## config.mk

```make
export PLATFORM = sky130hd
export DESIGN_NAME = audio_buffer_player
export DESIGN_NICKNAME = d
export VERILOG_FILES = /design/src/rtl/audio_buffer_player_pkg.sv /design/src/rtl/audio_buffer_player_tick.sv /design/src/rtl/audio_buffer_player.sv
export SDC_FILE = /design/constraint.sdc
export NUM_CORES = 1
export LEC_CHECK = 0
export BUFFER_PORTS_ARGS = -buffer_cell sky130_fd_sc_hd__buf_2
export CAP_MARGIN = 20
export CORE_ASPECT_RATIO = 0.6
export CORE_MARGIN = 2
export CORE_UTILIZATION = 45
export CTS_CLUSTER_SIZE = 24
export DETAILED_ROUTE_END_ITERATION = 8
export PLACE_DENSITY = 0.66
export REMOVE_ABC_BUFFERS = 1
export SYNTH_ARGS = -nofsm -noshare
export SYNTH_HDL_FRONTEND = slang
export SYNTH_SLANG_ARGS = --single-unit
```

## constraint.sdc

```tcl
create_clock -name clk -period 5.3 [get_ports clk]
set_input_delay 0.795 -clock clk [delete_from_list [all_inputs] [get_ports clk]]
set_output_delay 0.795 -clock clk [all_outputs]
set_load 0.03 [all_outputs]
```

## src/rtl/audio_buffer_player_pkg.sv

```systemverilog
// Shared audio buffer constants: RAM geometry, the end-of-data marker bit,
// the byte-decoding rule and the player state encoding.
package audio_buffer_player_pkg;

    localparam int unsigned BUFFER_ADDR_BITS   = 10;
    localparam int unsigned BUFFER_DATA_BITS   = 9;
    localparam int unsigned BUFFER_EOD_BIT     = 8;
    localparam int unsigned MONO_FRAME_BYTES   = 2;
    localparam int unsigned STEREO_FRAME_BYTES = 4;

    typedef enum logic [1:0] {
        ST_IDLE,
        ST_FETCH,
        ST_READY,
        ST_WAIT_RELEASE
    } player_state_e;

    // Padding bytes written past the end of the file read back as silence.
    function automatic logic [7:0] buffer_byte(input logic [BUFFER_DATA_BITS-1:0] word);
        return word[BUFFER_EOD_BIT] ? 8'h00 : word[7:0];
    endfunction

endpackage

```

## src/rtl/audio_buffer_player_tick.sv

```systemverilog
// Fractional clock divider: one-cycle tick_o at SAMPLE_RATE on average,
// free-running from reset.
module sample_rate_tick #(
    parameter int unsigned CLK_FREQ    = 50000000,
    parameter int unsigned SAMPLE_RATE = 44100
) (
    input  logic clk,
    input  logic rst_n,
    output logic tick_o
);

    logic [31:0] acc;
    logic [32:0] sum;

    always_comb begin
        sum = {1'b0, acc} + 33'(SAMPLE_RATE);
    end

    always_ff @(posedge clk) begin
        if (!rst_n) begin
            acc    <= '0;
            tick_o <= 1'b0;
        end else if (sum >= 33'(CLK_FREQ)) begin
            acc    <= 32'(sum - 33'(CLK_FREQ));
            tick_o <= 1'b1;
        end else begin
            acc    <= sum[31:0];
            tick_o <= 1'b0;
        end
    end

endmodule

```

## src/rtl/audio_buffer_player.sv

```systemverilog
// Buffer consumer: claims a filled buffer, assembles little-endian PCM frames
// from it and presents one frame per sample tick to the output stage.
module audio_buffer_player
    import audio_buffer_player_pkg::*;
#(
    parameter int unsigned CLK_FREQ         = 50000000,
    parameter int unsigned SAMPLE_RATE      = 44100,
    parameter int unsigned BUFFER_ADDR_BITS = audio_buffer_player_pkg::BUFFER_ADDR_BITS
) (
    input  logic                        clk,
    input  logic                        rst_n,
    output logic [BUFFER_ADDR_BITS-1:0] audio_buffer_addr_o,
    input  logic [BUFFER_DATA_BITS-1:0] audio_buffer_data_i,
    input  logic                        audio_buffer_filled_i,
    output logic                        audio_buffer_empty_o,
    input  logic [7:0]                  wav_info_audio_channels,
    output logic [15:0]                 sample_left_o,
    output logic [15:0]                 sample_right_o,
    output logic                        sample_strobe_o,
    output logic                        underrun_o,
    output logic                        playing_o
);

    player_state_e               state, state_next;
    logic [BUFFER_ADDR_BITS-1:0] addr, addr_next;
    logic [2:0]                  count, count_next;
    logic [3:0][7:0]             frame, frame_next;
    logic                        mono, mono_next;
    logic                        empty, empty_next;
    logic                        playing, playing_next;
    logic                        strobe, strobe_next;
    logic                        underrun, underrun_next;
    logic [15:0]                 left, left_next;
    logic [15:0]                 right, right_next;
    logic                        tick;
    logic [2:0]                  frame_bytes;
    logic [7:0]                  byte_in;

    sample_rate_tick #(
        .CLK_FREQ   (CLK_FREQ),
        .SAMPLE_RATE(SAMPLE_RATE)
    ) u_tick (
        .clk   (clk),
        .rst_n (rst_n),
        .tick_o(tick)
    );

    assign frame_bytes = mono ? 3'(MONO_FRAME_BYTES) : 3'(STEREO_FRAME_BYTES);
    assign byte_in     = buffer_byte(audio_buffer_data_i);

    always_ff @(posedge clk) begin
        if (!rst_n) begin
            state    <= ST_IDLE;
            addr     <= '0;
            count    <= '0;
            frame    <= '0;
            mono     <= 1'b1;
            empty    <= 1'b1;
            playing  <= 1'b0;
            strobe   <= 1'b0;
            underrun <= 1'b0;
            left     <= '0;
            right    <= '0;
        end else begin
            state    <= state_next;
            addr     <= addr_next;
            count    <= count_next;
            frame    <= frame_next;
            mono     <= mono_next;
            empty    <= empty_next;
            playing  <= playing_next;
            strobe   <= strobe_next;
            underrun <= underrun_next;
            left     <= left_next;
            right    <= right_next;
        end
    end

    always_comb begin
        state_next    = state;
        addr_next     = addr;
        count_next    = count;
        frame_next    = frame;
        mono_next     = mono;
        empty_next    = empty;
        playing_next  = playing;
        strobe_next   = 1'b0;
        underrun_next = 1'b0;
        left_next     = left;
        right_next    = right;

        case (state)
            ST_IDLE: begin
                empty_next   = 1'b1;
                playing_next = 1'b0;
                if (audio_buffer_filled_i) begin
                    empty_next   = 1'b0;
                    playing_next = 1'b1;
                    addr_next    = '0;
                    count_next   = '0;
                    mono_next    = (wav_info_audio_channels == 8'd1);
                    state_next   = ST_FETCH;
                end
            end
            ST_FETCH: begin
                // Data lags the address by one cycle, so byte count-1 lands now.
                if (count != 3'd0) begin
                    frame_next[2'(count - 3'd1)] = byte_in;
                end
                if (count == frame_bytes) begin
                    state_next = ST_READY;
                end else begin
                    addr_next  = addr + BUFFER_ADDR_BITS'(1);
                    count_next = count + 3'd1;
                end
            end
            ST_READY: begin
                if (tick) begin
                    if (addr == '0) begin
                        empty_next   = 1'b1;
                        playing_next = 1'b0;
                        state_next   = ST_WAIT_RELEASE;
                    end else begin
                        count_next = '0;
                        state_next = ST_FETCH;
                    end
                end
            end
            ST_WAIT_RELEASE: begin
                if (!audio_buffer_filled_i) begin
                    state_next = ST_IDLE;
                end
            end
            default: state_next = ST_IDLE;
        endcase

        if (tick) begin
            strobe_next = 1'b1;
            if (state == ST_READY) begin
                left_next  = {frame[1], frame[0]};
                right_next = mono ? {frame[1], frame[0]} : {frame[3], frame[2]};
            end else begin
                underrun_next = 1'b1;
                if (state != ST_FETCH) begin
                    left_next  = '0;
                    right_next = '0;
                end
            end
        end
    end

    // A stereo frame needs at least four bytes of buffer.
    always_ff @(posedge clk) begin
        if (rst_n && state == ST_IDLE && audio_buffer_filled_i) begin
            assert (wav_info_audio_channels == 8'd1 || BUFFER_ADDR_BITS >= 2);
        end
    end

    assign audio_buffer_addr_o  = addr;
    assign audio_buffer_empty_o = empty;
    assign sample_left_o        = left;
    assign sample_right_o       = right;
    assign sample_strobe_o      = strobe;
    assign underrun_o           = underrun;
    assign playing_o            = playing;

endmodule
```

After elaboration in Yosys (flattened, before gate mapping)
Cells that the tools add are included.
{ "totals": {"output_inout_bits": 46, "regBits": 117, "input_bits": 20} }
{ "classes": {"add_sub_neg": 5, "muxes": 35, "eq_ne": 13, "order_cmp": 3, "n_reduce_logical": 16} }
{ "op_table": {"columns": ["op", "n"], "rows": [
  ["16-bit two-way mux", 4],
  ["32-bit by 16-bit adder with 33-bit output (second input constant)", 1],
  ["33-bit by 26-bit greater-or-equal comparator with 1-bit output (second input constant)", 1],
  ["32-bit bitwise mux", 1],
  ["32-bit two-way mux", 1],
  ["32-bit by 26-bit subtractor with 32-bit output (second input constant)", 1],
  ["10-bit two-way mux", 2],
  ["10-bit one-hot mux with 2 select lines", 1],
  ["8-bit demux with 2-bit select", 1],
  ["8-bit two-way mux", 2],
  ["3-bit two-way mux", 5],
  ["2-bit inequality test (second input constant)", 6],
  ["10-bit by 1-bit adder with 10-bit output (second input constant)", 1],
  ["10-bit zero test", 1],
  ["2-bit two-way mux", 5],
  ["1-bit two-way mux", 9],
  ["3-bit one-hot mux with 3 select lines", 1],
  ["8-bit by 1-bit == test with 1-bit output (second input constant)", 1],
  ["2-bit one-hot mux with 4 select lines", 1],
  ["2-bit AND reduction", 4],
  ["3-bit AND reduction", 2],
  ["2-bit nonzero test", 3],
  ["3-bit nonzero test", 2],
  ["5-bit AND reduction", 1],
  ["12 further kinds", 15]
]} }

Logic depth before layout (Yosys ltp)
{ "depth": {"word_depth": 6, "depth_mapped": 13} }

By module
A second synthesis with hierarchy kept.
{ "hier_totals": {"hier_cells": 709, "area_unflattened_um2": 6404.9} }
{ "by_module_without_submodules": {"columns": ["module", "cells_per_inst", "n_inst", "area_each_um2"], "rows": [
  ["audio_buffer_player", 379, 1, 3722.3],
  ["sample_rate_tick", 330, 1, 2682.6]
]} }

Worst setup path before layout
OpenSTA, ideal clock, no wires.
{ "synth_path": {"kind": "reg-to-reg", "from": "register u_tick.acc[2]", "to": "register u_tick.acc[14]", "setup_slack_ns": 1.828, "path_buffers": 2, "period_less_slack_ns": 3.472, "stages_incl_launch_ff": 13, "t_required_ns": 5.171, "arrival_time_ns": 3.344, "path_cell_list": "dfxtp_1 -> ha_1 -> a31o_2 -> o311a_1 -> o31a_1 -> a2111o_1 -> o2111a_1 -> a2111oi_4 -> a211oi_2 -> buf_6 -> buf_2 -> o31ai_1 -> o41ai_1"} }
{ "synth_via": {"elab_chain_len": 3, "elab_cells_between_ends": 4} }
{ "synth_rtl": {"columns": ["element", "line", "text"], "rows": [
  ["from (decl)", "audio_buffer_player_tick.sv:12", "logic [31:0] acc;"],
  ["from (signal assigned)", "audio_buffer_player_tick.sv:24", "acc <= 32'(sum - 33'(CLK_FREQ));"],
  ["from (signal assigned)", "audio_buffer_player_tick.sv:27", "acc <= sum[31:0];"],
  ["32-bit by 16-bit adder with 33-bit output (*)", "audio_buffer_player_tick.sv:16", "sum = {1'b0, acc} + 33'(SAMPLE_RATE);"],
  ["32-bit by 26-bit subtractor with 32-bit output or 33-bit by 26-bit greater-or-equal comparator with 1-bit output (tied branches)", "audio_buffer_player_tick.sv:24, audio_buffer_player_tick.sv:23", null],
  ["32-bit two-way mux (*)", "audio_buffer_player_tick.sv:23", "end else if (sum >= 33'(CLK_FREQ)) begin"]
]} }
Mark *: on every way between the ends. The rest lies on a longest branch, timed or not.
A chain may end at the register's enable or synchronous reset.

Worst setup path in the final report
{ "layout_path": {"from": "register u_tick.acc[5]", "to": "register u_tick.acc[13]"} }
Same word-level chain as after synthesis.

==> results.py <==
metrics = {
    "route": {
        "wl_um": 14740,
        "antenna_left": 0,
        "num_vias": 5273,
        "vias_per_cell": 5.688,
        "first_pass_iters": 7,
        "drt-initial-drc-count": 489,
        "wire_per_inst_um": 15.90,
        "drcViolationCount": 0,
    },
    "yosys": {
        "synth.distinct_cells": 65,
        "async_flop_share": 0,
        "synthesis.area_um2": 5882,
        "syn_inst": 696,
        "synth_seq_cells": 115,
        "synth_ff_type": "dfxtp_1",
        "ys_seq_area_frac": 0.3914,
        "yosysWarnings": 0,
        "synth_area_per_cell_um2": 8.451,
        "synth_edf_count": 0,
    },
    "clock_tree": {
        "path_clk_slew_ps": 60,
        "cts_tree": "built",
        "cts_setup_buffers": 0,
        "cts_buffers": 17,
        "post_cts_resized": 0,
        "clockBufferDepth": 2,
        "cts_hold_buf": 0,
        "clk_latency_ps": 410,
        "root_buffer": "clkbuf_16",
        "clock_sinks": 115,
        "htree_levels": 4,
    },
    "timing": {
        "finalCriticalPeriod_ps": 4023,
        "setup_viol": 0,
        "fmax_mhz": 248.6,
        "whs_ps": 459.5,
        "finClkSkew_ps": 10.26,
        "drv_slew": 0,
        "fin_ws_ps": 1277,
        "tightest_slew_ps": 969.0,
        "rsz0062_at_grt": "no",
        "relSlewSlack": 0.3531,
        "period_share": 0.7590,
        "fin_setup_tns_ps": 0,
        "hold_violations": 0,
    },
    "grt": {
        "gr-usage-met1": 0.3297,
        "top_usage_layer": "met1",
        "grt_max_degree": 49,
        "grt_antenna_before_repair": 0,
        "first_global_vias": 4724,
        "met2_usage": 0.2986,
        "overflow": 0,
        "grt_pass1_wl_um": 24100,
        "use_met3": 0.06601,
        "grt_util_all_layers": 0.2178,
    },
    "floorplan": {
        "die_x_um": 151.6,
        "die_h_um": 92.56,
        "ios": 66,
        "start_util": 0.4591,
        "placementRows": 32,
        "die_area_um2": 14030,
        "core_area_um2": 12810,
    },
    "placement": {
        "hpwl_um": 10400,
        "port-buffer-count": 65,
        "globalplace.congestion": 0.9360,
        "place_area_um2": 6250,
        "preCtsSetupSlack_ps": 1405,
    },
    "cells_and_area": {
        "finalNetCount": 772,
        "post-route-util": 0.5387,
        "syn_to_final_growth_pct": 17.34,
        "drive_gt1_frac": 0.1770,
        "regArea_um2": 2302,
        "multi_input_area_um2": 3319,
        "post-route-cell-area_um2": 6902,
        "antenna_cells": 0,
        "fillCellCount": 1149,
    },
    "critical_path": {
        "cp-end-kind": "register",
        "cp.arrival_ps": 4350,
        "path_max_fanout": 13,
        "worstSetupPathType": "register to register",
        "worstSetupStartpointType": "register",
        "cp.required_ps": 5630,
        "reg2regPathDepth": 10,
    },
    "worst_hold_path": {
        "hold_depth": 2,
        "min_path_type": "register to register",
    },
    "pwr": {
        "peakVddDrop_v": 0.0002847,
        "p_leak_nw": 2.883,
        "p_per_area_nw_per_um2": 478.0,
    },
    "job": {
        "max_cap_viol_count": 0,
    },
    "status": {
        "status": "complete, no violations",
    },
}
[power by group]
part | switching, W | internal [W]
Clock | 0.000457 | 0.000708
Combinational | 0.000623 | 0.000407
Sequential | 0.000151 | 0.000953
[stage by stage]
step / power [W] / std cells
CTS: 0.003273 / 925
finish: 0.003299 / 927
detailed placement: 0.002104 / 893
floorplan: 0.001821 / 654
global placement: 0.002076 / 893
global route: 0.003493 / 927
[critical path, stage by stage (launching register included)]
cell	delay, ps
dfxtp_1	490
a41o_1	500
nand4_1	310
a2111oi_1	560
mux2_2	250
o2111ai_1	340
a2111oi_4	500
a211oi_2	140
buf_4	210
or4b_1	470
a21oi_1	160
[per-layer routing]
layer  wire length [um]  part of all wire  vias up
li1                   -                 -     2604
met1               7562              0.51     2470
met2               5894              0.40      183
met3               1164             0.079       16
met4                118            0.0080        0
met5                  0                 0        -
[path summary, 6_finish.rpt]
path / from / end / slack, ps
max: u_tick.acc[5]$_SDFF_PN0_ / u_tick.acc[13]$_SDFF_PN0_ / 1280
min: frame[31]$_SDFFE_PN0P_ / frame[31]$_SDFFE_PN0P_ / 460
max reg2reg: u_tick.acc[5]$_SDFF_PN0_ / u_tick.acc[13]$_SDFF_PN0_ / 1280
min reg2reg: frame[31]$_SDFFE_PN0P_ / frame[31]$_SDFFE_PN0P_ / 460
[final cells by class]
cell class,instances,share of cell area
Tap cell,170,0.03082
Sequential cell,115,0.3336
Clock buffer,17,0.06164
Inverter,16,0.008702
Multi-Input combinational cell,523,0.4810
Clock inverter,15,0.02520
Timing Repair Buffer,71,0.05910
[registers in the layout, summed over array words and instances, names as in the netlist, 2 cells and up]
register / cells
count: 3
audio_buffer_addr_o: 10
u_tick.acc: 30
sample_right_o: 16
sample_left_o: 16
state: 2
frame: 32
[cells in the mapped netlist, types with 3 or more instances]
master / n / area (um^2)
o211ai_1: 3 / 22.52
or3_1: 10 / 62.56
nand2b_1: 7 / 43.79
nor3b_1: 5 / 37.54
a31oi_1: 4 / 25.02
and3_1: 9 / 56.30
xnor2_1: 14 / 122.6
a21o_1: 4 / 30.03
nand2_1: 56 / 210.2
clkbuf_1: 28 / 105.1
buf_6: 3 / 33.78
buf_2: 6 / 30.03
dfxtp_1: 115 / 2302
nor4_1: 5 / 31.28
nor3_1: 19 / 95.09
inv_1: 16 / 60.06
o21ai_0: 23 / 115.1
nor2_1: 105 / 394.1
o311a_1: 3 / 30.03
xor2_1: 14 / 122.6
mux2_2: 19 / 214.0
a22oi_1: 32 / 240.2
nand4_1: 14 / 87.58
ha_1: 8 / 100.1
nand3_1: 11 / 55.05
nand3b_1: 3 / 22.52
and2_1: 9 / 56.30
o31a_1: 3 / 26.28
a31o_2: 4 / 35.03
nor2b_1: 15 / 93.84
mux2i_1: 25 / 250.2
a21oi_1: 40 / 200.2
buf_4: 3 / 22.52
o2111ai_1: 3 / 26.28
o21a_1: 5 / 37.54
o41ai_1: 5 / 43.79
o2111a_1: 3 / 33.78
a211oi_1: 8 / 60.06
[layout by cell type (no fill, tap or decap), types with 4 or more instances in the layout]
master,Yosys,layout
a21o_1,4,4
a31oi_1,4,4
nor3b_1,5,5
clkinv_4,0,4
a21oi_1,40,40
mux2i_1,25,25
xnor2_1,14,14
inv_6,0,5
and3_1,9,9
ha_1,8,8
xor2_1,14,14
dfxtp_1,115,115
nor3_1,19,19
nand3_1,11,11
nand2_1,56,56
buf_4,3,4
nor2b_1,15,15
clkbuf_16,0,18
nand2b_1,7,7
a22oi_1,32,32
o21ai_0,23,23
o21a_1,5,5
nand4_1,14,14
a211oi_1,8,8
inv_1,16,15
or3_1,10,10
nor2_1,105,105
a31o_2,4,4
and2_1,9,9
buf_2,6,65
o41ai_1,5,5
nor4_1,5,5
mux2_2,19,19
[cell families (layout without fill, tap and decap cells)]
family | Yosys count | in the layout | synth area share
AND/OR/NAND/NOR | 283 | 283 | 0.2340
adder cells (fa/ha/maj) | 8 | 8 | 0.01702
multiplexers | 44 | 44 | 0.07892
AO/OA/AOI/OAI | 160 | 160 | 0.1927
buffers and inverters | 58 | 119 | 0.04424
XOR/XNOR | 28 | 28 | 0.04169
flip-flops | 115 | 115 | 0.3914
(Power assumes the default switching activity.)
